**config.mk**
```make
export PLATFORM = sky130hd
export DESIGN_NAME = instruction_fetch_flat
export DESIGN_NICKNAME = d
export VERILOG_FILES = /design/src/rtl/instruction_fetch_if.sv /design/src/rtl/instruction_fetch.sv /design/src/flat_wrapper.sv
export SDC_FILE = /design/constraint.sdc
export NUM_CORES = 1
export LEC_CHECK = 0
export BUFFER_PORTS_ARGS = -buffer_cell sky130_fd_sc_hd__buf_2
export CAP_MARGIN = 30
export CORE_ASPECT_RATIO = 1.4
export CORE_UTILIZATION = 47
export DETAILED_ROUTE_END_ITERATION = 7
export PLACE_DENSITY = 0.83
export REMOVE_ABC_BUFFERS = 1
export SLEW_MARGIN = 20
export SYNTH_ARGS = -nofsm -noshare
export SYNTH_HDL_FRONTEND = slang
export SYNTH_SLANG_ARGS = --single-unit
```
**constraint.sdc**
```tcl
create_clock -name clk -period 2.3 [get_ports clk]
set_clock_uncertainty 0.15 [all_clocks]
set_input_delay 0.115 -clock clk [delete_from_list [all_inputs] [get_ports clk]]
set_output_delay 0.115 -clock clk [all_outputs]
set_load 0.01 [all_outputs]
```
**src/rtl/instruction_fetch_if.sv**
```systemverilog
// Fetch-unit bundle: instruction memory port plus consumer-side
// stream, stall and redirect signals.
interface instruction_fetch_if;
    logic [10:0] imem_addr;
    logic [31:0] imem_data;
    logic        stall;
    logic        redirect_valid;
    logic [10:0] redirect_addr;
    logic [31:0] instr_out;
    logic [10:0] pc_out;
    logic        instr_valid;
    logic        halted;
    logic [15:0] fetch_count;

    modport master (
        output imem_addr,
        input  imem_data,
        input  stall,
        input  redirect_valid,
        input  redirect_addr,
        output instr_out,
        output pc_out,
        output instr_valid,
        output halted,
        output fetch_count
    );

    modport slave (
        input  imem_addr,
        output imem_data,
        output stall,
        output redirect_valid,
        output redirect_addr,
        input  instr_out,
        input  pc_out,
        input  instr_valid,
        input  halted,
        input  fetch_count
    );
endinterface

```
**src/rtl/instruction_fetch.sv**
```systemverilog
// Instruction fetch: sequential word fetch from a 1-cycle memory with
// stall hold, branch redirect, halt-word detection and accept counter.
module instruction_fetch #(
    parameter logic [10:0] RESET_PC  = 11'd0,
    parameter logic [31:0] HALT_WORD = 32'hFFFF_FFFF
) (
    input logic                 clk,
    input logic                 rst_n,
    instruction_fetch_if.master fif
);
    typedef enum logic {RUN, HALT} state_t;

    state_t      state, state_n;
    logic [10:0] fetch_pc, fetch_pc_n;
    logic [10:0] resp_pc, resp_pc_n;
    logic        resp_valid, resp_valid_n;
    logic [15:0] count, count_n;
    logic        accept;
    logic        hold;
    logic        is_halt;
    logic        redir;

    assign accept  = resp_valid && !fif.stall && (state == RUN);
    assign hold    = resp_valid && fif.stall && !fif.redirect_valid;
    assign is_halt = accept && (fif.imem_data == HALT_WORD);
    assign redir   = fif.redirect_valid && !is_halt;

    // Re-read the held address so imem_data stays stable under stall.
    assign fif.imem_addr   = hold ? resp_pc : fetch_pc;
    assign fif.instr_out   = fif.imem_data;
    assign fif.pc_out      = resp_pc;
    assign fif.instr_valid = resp_valid;
    assign fif.halted      = (state == HALT);
    assign fif.fetch_count = count;

    always_ff @(posedge clk) begin
        if (!rst_n) begin
            state      <= RUN;
            fetch_pc   <= RESET_PC;
            resp_pc    <= RESET_PC;
            resp_valid <= 1'b0;
            count      <= 16'd0;
        end else begin
            state      <= state_n;
            fetch_pc   <= fetch_pc_n;
            resp_pc    <= resp_pc_n;
            resp_valid <= resp_valid_n;
            count      <= count_n;
        end
    end

    always_comb begin
        state_n      = state;
        fetch_pc_n   = fetch_pc;
        resp_pc_n    = resp_pc;
        resp_valid_n = resp_valid;
        count_n      = count;

        if (accept && count != 16'hFFFF)
            count_n = count + 16'd1;

        if (state == RUN) begin
            unique case (1'b1)
                is_halt: begin
                    state_n      = HALT;
                    resp_valid_n = 1'b0;
                end
                redir: begin
                    fetch_pc_n   = fif.redirect_addr;
                    resp_valid_n = 1'b0;
                end
                hold: begin
                    resp_valid_n = 1'b1;
                end
                default: begin
                    resp_pc_n    = fetch_pc;
                    resp_valid_n = 1'b1;
                    fetch_pc_n   = fetch_pc + 11'd1;
                end
            endcase
        end else begin
            resp_valid_n = 1'b0;
        end
    end
endmodule

```
**src/flat_wrapper.sv**
```systemverilog
// flat-port wrapper written by rule: the top's interface ports become plain ports
module instruction_fetch_flat 
#(
    parameter logic [10:0] RESET_PC  = 11'd0,
    parameter logic [31:0] HALT_WORD = 32'hFFFF_FFFF
)
  (clk, rst_n, fif_imem_addr, fif_imem_data, fif_stall, fif_redirect_valid, fif_redirect_addr, fif_instr_out, fif_pc_out, fif_instr_valid, fif_halted, fif_fetch_count);
  instruction_fetch_if fif_i ();
  input logic clk;
  input logic rst_n;
  output wire logic [$bits(fif_i.imem_addr)-1:0] fif_imem_addr;
  input wire logic [$bits(fif_i.imem_data)-1:0] fif_imem_data;
  input wire logic [$bits(fif_i.stall)-1:0] fif_stall;
  input wire logic [$bits(fif_i.redirect_valid)-1:0] fif_redirect_valid;
  input wire logic [$bits(fif_i.redirect_addr)-1:0] fif_redirect_addr;
  output wire logic [$bits(fif_i.instr_out)-1:0] fif_instr_out;
  output wire logic [$bits(fif_i.pc_out)-1:0] fif_pc_out;
  output wire logic [$bits(fif_i.instr_valid)-1:0] fif_instr_valid;
  output wire logic [$bits(fif_i.halted)-1:0] fif_halted;
  output wire logic [$bits(fif_i.fetch_count)-1:0] fif_fetch_count;
  assign fif_imem_addr = fif_i.imem_addr;
  assign fif_i.imem_data = fif_imem_data;
  assign fif_i.stall = fif_stall;
  assign fif_i.redirect_valid = fif_redirect_valid;
  assign fif_i.redirect_addr = fif_redirect_addr;
  assign fif_instr_out = fif_i.instr_out;
  assign fif_pc_out = fif_i.pc_out;
  assign fif_instr_valid = fif_i.instr_valid;
  assign fif_halted = fif_i.halted;
  assign fif_fetch_count = fif_i.fetch_count;
  instruction_fetch #(.RESET_PC(RESET_PC), .HALT_WORD(HALT_WORD)) u_core (.clk(clk), .rst_n(rst_n), .fif(fif_i));
endmodule
```
---- After elaboration in Yosys (flattened, before gate mapping) ----
Cells that the tools add are included.
cells by class
  $add $sub $neg .......................... 2
  reduce and logical (&&, ||, !) cells .... 16
  multiplexer cells ....................... 5
  eq/ne operators ......................... 2
  bitwise operators ....................... 4
operators by type and width
  kind                   number
  $eq 32x32->1 const B   1
  $pmux 11 s2            1
  $add 16x1->16 const B  1
  $ne 16x16->1 const B   1
  $add 11x1->11 const B  1
  $mux 11                1
  $logic_and 1x1->1      7
  $reduce_or 2->1        3
  $not 1->1              4
  $reduce_and 2->1       2
  $logic_not 1->1        3
  $mux 1                 3
  $reduce_or 3->1        1
storage, ports and cells
  input port bits ......................... 47
  bits in registers ....................... 40
  output and inout port bits .............. 72
  logic and storage cells ................. 34

---- Depth between registers and ports, before layout ----
Gate-level depths: netlist of run 1.
  depth in word-level cells ............... 9
  mapped depth ............................ 6
  gate-level depth less buffers ........... 6

---- Worst setup path after synthesis of run 1 ----
OpenSTA, ideal clock, no wires.
  path kind ............................... reg-to-reg
  start point ............................. register u_core.count[0] (netlist: u_core.fif.fetch_count[0])
  end point ............................... register u_core.count[8] (netlist: u_core.fif.fetch_count[8])
  period minus slack after synthesis ...... 1.769 ns
  stages on the path, launching flop included .. 7
  path slack .............................. 0.531 ns
  data required time ...................... 2.035 ns
  path buffers ............................ 0
  setup time .............................. 0.115 ns
  arrival time ............................ 1.504 ns
  cells stage by stage .................... dfxtp_1 > ha_1 > and4bb_2 > and3_1 > o2111ai_1 > xnor2_1 > and2_1
between the ends
  longest elaborated chain between the ends .. 2
  elaborated cells between the ends (all ways) .. 3
  classes of those cells .................. add/sub: 1; eq/ne: 1; reduce/logical: 1
RTL lines
  element                                                                RTL line                 source
  from (decl)                                                            instruction_fetch.sv:17  logic [15:0] count, count_n;
  from (signal assigned)                                                 instruction_fetch.sv:48  count <= count_n;
  parallel branches: the longest is 2 deep, another holds $add 16x1->16  -
Several ways; the timed one is not identified.
A chain may end at the register's enable or synchronous reset.

---- Worst setup path after layout of run 1 ----
  start point ............................. register u_core.resp_valid (netlist: u_core.fif.instr_valid)
  end point ............................... register u_core.fetch_pc[7]
between the ends
  longest elaborated chain between the ends .. 6
  elaborated cells between the ends (all ways) .. 11
  classes of those cells .................. mux: 1; bitwise: 1; reduce/logical: 9
RTL lines
  element                                             RTL line                 source
  from (decl)                                         instruction_fetch.sv:16  logic resp_valid, resp_valid_n;
  from (signal assigned)                              instruction_fetch.sv:47  resp_valid <= resp_valid_n;
  $logic_and 1x1->1 (2 in a row)                      instruction_fetch.sv:23  assign accept = resp_valid && !fif.stall && (state == RUN);
  $logic_and 1x1->1                                   instruction_fetch.sv:25  assign is_halt = accept && (fif.imem_data == HALT_WORD);
  $logic_not 1->1 or $reduce_or 2->1 (tied branches)  -
  $logic_and 1x1->1 or $not 1->1 (tied branches)      -
  $pmux 11 s2 or $reduce_and 2->1 (tied branches)     -
  to (signal assigned)                                instruction_fetch.sv:45  fetch_pc <= fetch_pc_n;
  to (decl)                                           instruction_fetch.sv:14  logic [10:0] fetch_pc, fetch_pc_n;
Several ways; a longest one is shown, not always the timed one.

==> metrics.txt, run 1 <==
Final period util 87.1%; flops & latches, synth 40; Pwr Density 530 mW/mm2; Ports 119; Detailed Route WL 6.36 mm; xor/xnor share of the synthesized area 4.20%; GRT met1 Usage 26.4%; WHS 0.0434 ns; setup TNS 0 ns; initial drt markers 143; TritonCTS clock tree done; number of clock sinks 40; # rows 31; crit path launch type flip-flop; post-route setup slack 0.298 ns; post-synthesis compound-gate area fraction 12.6%; Area Overhead vs Synth 20.0%; largest net degree at the start of global routing 32; Layout Cells excl Fill 443; DRC errors left 0; met3 usage 3.48%; RSZ-0062 raised after global routing false; Vias per Instance 5.44; Die H 88.4 um; Max Fclk 499 MHz; Worst EP arrival 2.10 ns; full die area 0.00563 mm2; layout cells sized above 1 40.3%; largest family of logic cells by synthesized area simple AND/OR/NAND/NOR gates; asr flop ratio synth 0%; 1st-pass router iterations 6; Slowest cell on crit path nand2_1; adder-cell share of the synthesized area 1.00%; Routed Antenna Nets 0; gr ovfl total 0; CP Capture Type flip-flop; Post-synth EDFFs 0; die span in x 63.7 um; GPL Wtd Cong 0.836; CTS clk-pin slew, worst paths 0.09 ns; crit path cell chain or3b_1 > nor3_1 > nand3_1 > nand2_1 > o221a_1; Vias 2,412; Clock Path Buffers 2; crit path kind reg2reg; hold crit path type in2reg; synth warn 0; worst vdd ir 325 uV; max-slew violations 0; detailed placement HPWL 4.70 mm; first-pass GRT wire length 9.69 mm; post-synthesis simple-gate area fraction 25.9%; Worst-Skew Late Latency 0.30 ns; sequential share of the synthesized area 32.0%; clk root buf clkbuf_8; vias in the first global route 2,122; Rel. slew slack 67.9%; total core area 0.00516 mm2; # diodes 0; M2 GR Usage 38.6%; Fin. Hold Viols 0; Initial Util 48.5%; Avg Inst Size Synth 8.54 um2; number of buffers added on ports 118; Critical Path RT 2.40 ns; leakage 1.45 nW; Post-synth top flop dfxtp_1; post-CTS resize count 0; status complete, no violations; cell count after placement 434; Post-Syn Area 0.00250 mm2; Distinct cells, synth 50; final setup violation count 0; Syn Inst Count 293; actual slew at the worst max-slew pin 0.480 ns; Num CTS Buffers 5; htree depth 2; # fillers 460; post-synthesis mux area share 10.6%; crit path max fanout 11; Final Util 58.2%; Max-Cap Viols 0; worst slack at placement 0.336 ns; post-layout minimum cycle time 2.00 ns; layer carrying the most global-route usage met2; initial antenna violation count 0; GR Util All Layers 21.9%; Avg WL per Cell 14.4 um; slowest stage delay, CP 0.42 ns; fin nets 425
[metrics by stage]
step	power, mW	cell area, um2
2_1_floorplan	0.858	2170
3_3_place_gp	1.01	2880
3_5_place_dp	1.02	2880
4_1_cts	1.59	3000
5_1_grt	1.66	3000
6_report	1.59	3000
[final timing paths]
path	start	endpoint	slack, ns	depth (start not counted)
setup / recovery	u_core.fif.instr_valid$_SDFF_PP0_	u_core.fetch_pc[7]$_SDFFE_PN0P_	0.30	5
hold / removal	fif_redirect_addr[6]	u_core.fetch_pc[6]$_SDFFE_PN0P_	0.04	5
setup reg to reg	u_core.fif.instr_valid$_SDFF_PP0_	u_core.fetch_pc[7]$_SDFFE_PN0P_	0.30	5
hold reg to reg	u_core.fif.pc_out[4]$_SDFFE_PN0P_	u_core.fif.pc_out[4]$_SDFFE_PN0P_	0.33	2
[state kept, by name (all words and copies together) (netlist names)]
signal	count
u_core.fetch_pc	11
u_core.fif.fetch_count	16
u_core.fif.halted	1
u_core.fif.instr_valid	1
u_core.fif.pc_out	11
[kinds of logic after synthesis]
group,count (synthesis)
DFF,40
AOI/OAI and AO/OA,43
adders and majority gates,2
xor gates and xnor gates,12
and+or+nand+nor,120
buffers and inverters,51
muxes,25
[cells in the mapped netlist (5+ instances only)]
master,number,area (um2)
dfxtp_1,40,801
nand2_1,38,143
buf_4,32,240
nor2_1,15,56.3
mux2i_1,13,130
nand4_1,13,81.3
and2_1,12,75.1
mux2_2,12,135
xnor2_1,12,105
clkbuf_1,11,41.3
and3_1,9,56.3
nor3_1,9,45.0
o21ai_0,7,35.0
o22ai_1,7,43.8
nand3_1,5,25.0
[where the power goes]
part	total (mW)	switching (mW)	leakage, nW	internal, mW
clock	0.589	0.268	0.0541	0.321
sequential	0.745	0.0281	0.326	0.717
combinational	0.259	0.134	1.07	0.125
[placed cells by master, fill, tap and decap left out, types with 4 or more instances in the layout]
| master | instances |
|---|---|
| o22ai_1 | 7 |
| and3_1 | 9 |
| a22o_1 | 4 |
| dfxtp_1 | 40 |
| nand2_1 | 38 |
| nor2_1 | 15 |
| and2_1 | 12 |
| xnor2_1 | 12 |
| nor3_1 | 9 |
| buf_2 | 118 |
| mux2i_1 | 13 |
| o21ai_0 | 7 |
| mux2_2 | 12 |
| clkbuf_8 | 5 |
| nand3_1 | 5 |
| buf_4 | 5 |
| nand4_1 | 13 |
[final cells by class]
| type | instances | area (um2) | area share [%] |
|---|---|---|---|
| repair buffers | 124 | 638 | 21.2 |
| flip-flops and latches | 40 | 801 | 26.7 |
| multi-input cells | 202 | 1360 | 45.3 |
| clock buffers | 5 | 68.8 | 2.29 |
| clock inverters | 3 | 42.5 | 1.42 |
| inverters | 3 | 11.3 | 0.375 |
| well taps | 66 | 82.6 | 2.75 |
[layer usage]
layer	wire (um)	vias up
met4	110	0
met3	300	13
li1	-	1184
met1	2750	1138
met5	0	-
met2	3200	77
[what timing repair did]
item | 4_1_cts | 5_1_grt
hold buffers | 1 | 0
hold endpoints to repair | 1 | 0
setup buffers | 0 | 0
setup endpoints to repair | 0 | 0
[worst max-delay path, delay by kind of cell, from the launching register on]
family             cells  cell delay (ns)
and+or+nand+nor        4             1.13
DFF                    1             0.40
AOI/OAI and AO/OA      1             0.27
No activity file was read; power rests on OpenSTA's default activity.
==> run 2, diff against run 1 <==
--- a/config.mk
+++ b/config.mk
@@ -11,7 +11,6 @@
 export CORE_UTILIZATION = 47
 export DETAILED_ROUTE_END_ITERATION = 7
 export PLACE_DENSITY = 0.83
-export REMOVE_ABC_BUFFERS = 1
 export SLEW_MARGIN = 20
 export SYNTH_ARGS = -nofsm -noshare
 export SYNTH_HDL_FRONTEND = slang
==> run 2 against run 1 <==
Sequential cell count is the same. Largest cell class unchanged. Die area is the same. Critical path depth stayed put. Total power shrank 6.3%. Wire length fell by 2.8%. Clock power is 17% lower. Final cell count decreased by 0.68%. Global-route usage is 0.073 points lower. Non-clock buffer count fell by 3. Worst hold slack got worse by 0.0082 ns. Count of clock-buffer cells in the layout grew 1. Design area is 1.4% lower.
==> metrics.txt, run 2 (same netlist as run 1, synthesis figures left out) <==
status complete, no violations; top cell family by delay on the critical path simple AND/OR/NAND/NOR gates; Ports 119; Max-Cap Viols 0; 1st-pass router iterations 4; TritonCTS clock tree done; DRC errors left 0; max reg flops 16; Avg WL per Cell 14.0 um; initial drt markers 166; die span in x 63.7 um; Layout Cells excl Fill 440; # rows 31; GR Util All Layers 21.8%; post-layout minimum cycle time 2.01 ns; Max Fclk 498 MHz; crit path cell chain or3b_1 > nor3_1 > nand3_1 > nand2_1 > mux2i_1; Clock Path Buffers 2; post-CTS resize count 0; Worst EP arrival 2.08 ns; gr ovfl total 0; total core area 0.00516 mm2; full die area 0.00563 mm2; first-pass GRT wire length 9.65 mm; actual slew at the worst max-slew pin 0.824 ns; commonest non-fill, non-tap cell in the layout buf_2; Sw Share 27.7%; crit path max fanout 11; crit path kind reg2reg; CTS clk-pin slew, worst paths 0.08 ns; vias in the first global route 2,161; Logic pwr share 17.1%; number of buffers added on ports 118; fin nets 422; P_int 1.08 mW; cell count after placement 431; final setup violation count 0; Syn Nets 342; Num CTS Buffers 5; leakage 1.43 nW; largest net degree at the start of global routing 52; # diodes 0; Routed Antenna Nets 0; Slowest cell on crit path or3b_1; detailed placement HPWL 4.62 mm; Pwr Density 504 mW/mm2; clock share of power 32.9%; number of clock sinks 40; worst vdd ir 350 uV; Area Overhead vs Synth 18.3%; Vias 2,412; Rel. slew slack 45.0%; Sw Pwr 0.413 mW; commonest cells after routing, fill and taps aside 118 x buf_2, 40 x dfxtp_1, 38 x nand2_1, 15 x nor2_1; RSZ-0062 raised after global routing false; worst slack at placement 0.297 ns; Die H 88.4 um; hold crit path type in2reg; Worst-Skew Late Latency 0.30 ns; setup TNS 0 ns; Initial Util 48.5%; post-route setup slack 0.292 ns; clk root buf clkbuf_8; Fin. Hold Viols 0; share of power burned in registers 50.0%; number of buffers and inverters on the critical path 0; CP Capture Type flip-flop; htree depth 2; Post-CTS Setup Bufs 0; crit path launch type flip-flop; layout cells sized above 1 39.8%; Detailed Route WL 6.18 mm; Critical Path RT 2.37 ns; slowest stage delay, CP 0.40 ns; Vias per Instance 5.48; GPL Wtd Cong 0.881; max-slew violations 0; initial antenna violation count 0; Final period util 87.3%
-- run 2: area by class of cell --
| cell class | count | area, um2 |
|---|---|---|
| multi-input combinational | 202 | 1360 |
| tap | 66 | 82.6 |
| clock inverter | 2 | 10.0 |
| timing repair buffer | 121 | 616 |
| fill | 494 | 2200 |
| inverter | 3 | 11.3 |
| sequential | 40 | 801 |
| clock buffer | 6 | 82.6 |
-- run 2: metal layers --
| layer | GRT usage (%) | routed length, um | up-vias |
|---|---|---|---|
| met4 | 10.7 | 134 | 0 |
| met2 | 37.0 | 3070 | 69 |
| li1 | - | - | 1176 |
| met3 | 4.64 | 297 | 12 |
| met5 | 0 | 0 | - |
| met1 | 26.1 | 2680 | 1155 |
-- run 2: worst min-delay path: stages --
cell	delay [ns]
buf_2	0.08
nand2_1	0.04
o41ai_1	0.05
nand2_1	0.05
o22ai_1	0.10
-- run 2: what timing repair did --
action / 4_1_cts / 5_1_grt
hold endpoints to repair: 1 / 0
setup endpoints to repair: 0 / 0
hold buffers: 1 / 0
-- run 2: power groups by stage --
stage / Sequential, mW / Combinational, mW / Clock, mW
global placement: 0.759 / 0.248 / 0
floorplan: 0.758 / 0.177 / 0
CTS: 0.744 / 0.256 / 0.507
global route: 0.750 / 0.279 / 0.528
detailed placement: 0.761 / 0.254 / 0
finish: 0.746 / 0.256 / 0.491
-- run 2: metrics by stage --
step	area, um2	total power, mW	utilization (%)	hold slack, ns
after global routing	2960	1.56	57.4	0.0592
after detailed placement	2860	1.01	55.4	0.281
after floorplan	2500	0.935	-	0.135
after CTS	2960	1.51	57.4	0.0223
final	2960	1.49	57.4	0.0352
after global placement	2860	1.01	55.4	0.278
-- run 2: final timing paths --
kind                                                           to                               from  slack (ns)  cells after the start
worst min register to register  u_core.fif.pc_out[8]$_SDFFE_PN0P_  u_core.fif.pc_out[8]$_SDFFE_PN0P_        0.32                      2
worst min-delay path              u_core.fetch_pc[8]$_SDFFE_PN0P_               fif_redirect_addr[8]        0.04                      5
worst max register to register    u_core.fetch_pc[1]$_SDFFE_PN0P_       u_core.fif.halted$_SDFF_PN0_        0.29                      5
worst max-delay path              u_core.fetch_pc[1]$_SDFFE_PN0P_       u_core.fif.halted$_SDFF_PN0_        0.29                      5
==> run 3, diff against run 2 <==
--- a/config.mk
+++ b/config.mk
@@ -5,10 +5,11 @@
 export SDC_FILE = /design/constraint.sdc
 export NUM_CORES = 1
 export LEC_CHECK = 0
+export ABC_AREA = 1
 export BUFFER_PORTS_ARGS = -buffer_cell sky130_fd_sc_hd__buf_2
 export CAP_MARGIN = 30
 export CORE_ASPECT_RATIO = 1.4
-export CORE_UTILIZATION = 47
+export CORE_UTILIZATION = 48
 export DETAILED_ROUTE_END_ITERATION = 7
 export PLACE_DENSITY = 0.83
 export SLEW_MARGIN = 20
==> run 3 against run 2 <==
Sequential share of layout area down 2.1 points. Sequential power barely moved. Global-route usage rose by 2.4 points.
==> metrics.txt, run 3 <==
Layout Cells excl Fill 554; commonest cells after routing, fill and taps aside 118 x buf_2, 110 x nand2_1, 40 x dfxtp_1, 32 x inv_1, 30 x nand3_1; Worst EP arrival 2.01 ns; layout cells sized above 1 31.6%; crit path max fanout 17; # fillers 533; FF/Latch Area 801 um2; Worst R2R Path Depth 8; crit path kind reg2reg; largest family of logic cells by synthesized area simple AND/OR/NAND/NOR gates; DRC errors left 0; status complete, no violations; Final period util 85.8%; Vias 2,782; # diodes 0; Max Fclk 507 MHz; total power draw 1.61 mW; sequential share of the synthesized area 30.0%; synth warn 0; flops & latches, synth 40; Area Overhead vs Synth 20.3%; WHS 0.0468 ns; leading post-synthesis cells by cell area dfxtp_1 30%, nand2_1 15%, buf_4 9.8%; DP Area 0.00304 mm2; Routed Antenna Nets 0; post-synthesis mux area share 0%; detailed placement HPWL 5.27 mm; worst slack at placement 0.204 ns; GPL Wtd Cong 0.864; multi-input logic area 0.00141 mm2; number of clock sinks 40; die span in x 65.1 um; fin area 0.00321 mm2; Post-Syn Area 0.00267 mm2; cell count after placement 540; post-synthesis compound-gate area fraction 11.9%; Rel. slew slack 64.8%; adder-cell share of the synthesized area 0.937%; leakage 1.53 nW; final setup violation count 0; post-layout minimum cycle time 1.97 ns; fin nets 536; Critical Path RT 2.34 ns; largest net degree at the start of global routing 26; htree depth 2; hold crit path type in2reg; Worst-Skew Late Latency 0.30 ns; CP Capture Type flip-flop; worst vdd ir 331 uV; largest area contributor in the netlist dfxtp_1; full die area 0.00587 mm2; number of buffers added on ports 118; first-pass GRT wire length 11.3 mm; most common cell in the netlist nand2_1; post-route setup slack 0.326 ns; xor/xnor share of the synthesized area 3.61%; crit path launch type flip-flop; Distinct cells, synth 33; Initial Util 50.6%; Num CTS Buffers 5; total core area 0.00528 mm2; Hold Path Depth 5; Max-Cap Viols 0; vias in the first global route 2,537; Detailed Route WL 7.07 mm; Ports 119; max-slew violations 0; Vias per Instance 5.02; Avg WL per Cell 12.8 um; RSZ-0062 raised after global routing false; Die H 90.3 um; setup TNS 0 ns; clk root buf clkbuf_8; initial drt markers 288; Pwr Density 502 mW/mm2; post-synthesis simple-gate area fraction 36.3%; Synth top area share 30.0%; GR Util All Layers 24.2%; Post-synth top flop dfxtp_1; Syn Inst Count 400; TritonCTS clock tree done; Post-synth EDFFs 0; CTS clk-pin slew, worst paths 0.08 ns; max reg flops 16; commonest non-fill, non-tap cell in the layout buf_2; asr flop ratio synth 0%; Clock Path Buffers 2; gr ovfl total 0; initial antenna violation count 0; reg2reg setup slack 0.33 ns; actual slew at the worst max-slew pin 0.527 ns; Final Util 60.9%; commonest cells in the netlist 110 x nand2_1, 40 x dfxtp_1, 35 x buf_4; Avg Inst Size Synth 6.68 um2; Syn Nets 449; 1st-pass router iterations 5; Fin. Hold Viols 0; # rows 31
==> run 3: changes by cell type after synthesis, moves of 13 or more <==
cell     previous run  this run
mux2i_1            13         0
nand2_1            38       110
nor2_1             15        29
a21oi_1             3        29
inv_1               3        32
nand3_1             5        30
==> run 3: power by group <==
part | leakage, nW | total [mW] | switching [mW] | internal [mW]
clock | 0.0552 | 0.583 | 0.261 | 0.322
sequential | 0.326 | 0.748 | 0.0296 | 0.719
combinational | 1.15 | 0.283 | 0.162 | 0.122
==> run 3: cell type report <==
cell class	count	share of cell area [%]
Sequential cell	40	24.9
Timing Repair Buffer	126	21.1
Clock inverter	2	1.09
Inverter	35	4.09
Clock buffer	6	2.26
Multi-Input combinational cell	279	44.0
Tap cell	66	2.57
==> run 3: worst max-delay path, stage by stage, from the launching register on <==
cell,delay (ns)
dfxtp_1,0.46
ha_1,0.24
nand3_1,0.18
nor3_4,0.25
nand2b_4,0.08
nand2_4,0.17
inv_2,0.13
o21ai_1,0.13
a21oi_2,0.07
==> run 3: kinds of logic (layout without fill, tap and decap cells) <==
family | Yosys count | in the layout
AOI/OAI and AO/OA | 57 | 57
adders and majority gates | 2 | 2
DFF | 40 | 40
and+or+nand+nor | 209 | 209
xor gates and xnor gates | 11 | 11
buffers and inverters | 81 | 169
==> run 3: timing repair <==
action / CTS / global route
endpoints found under the hold margin: 8 / 0
endpoints found under the setup margin: 0 / 13
setup buffers: 0 / 0
hold buffers: 6 / 0
gates resized for setup: 0 / 1
==> run 3: worst paths after layout <==
kind / start / end
max: u_core.fif.fetch_count[0]$_SDFFE_PN0P_ / u_core.fif.fetch_count[5]$_SDFFE_PN0P_
min: fif_redirect_addr[4] / u_core.fetch_pc[4]$_SDFFE_PN0P_
max reg2reg: u_core.fif.fetch_count[0]$_SDFFE_PN0P_ / u_core.fif.fetch_count[5]$_SDFFE_PN0P_
min reg2reg: u_core.fif.pc_out[4]$_SDFFE_PN0P_ / u_core.fif.pc_out[4]$_SDFFE_PN0P_
==> run 3: per-layer routing <==
layer  share of wire [%]  GRT usage [%]  routed length [um]
met1                  41           29.2                2930
met2                  52           43.5                3660
met3                 5.4           4.42                 385
met4                 1.3           5.62                  94
met5                   0              0                   0
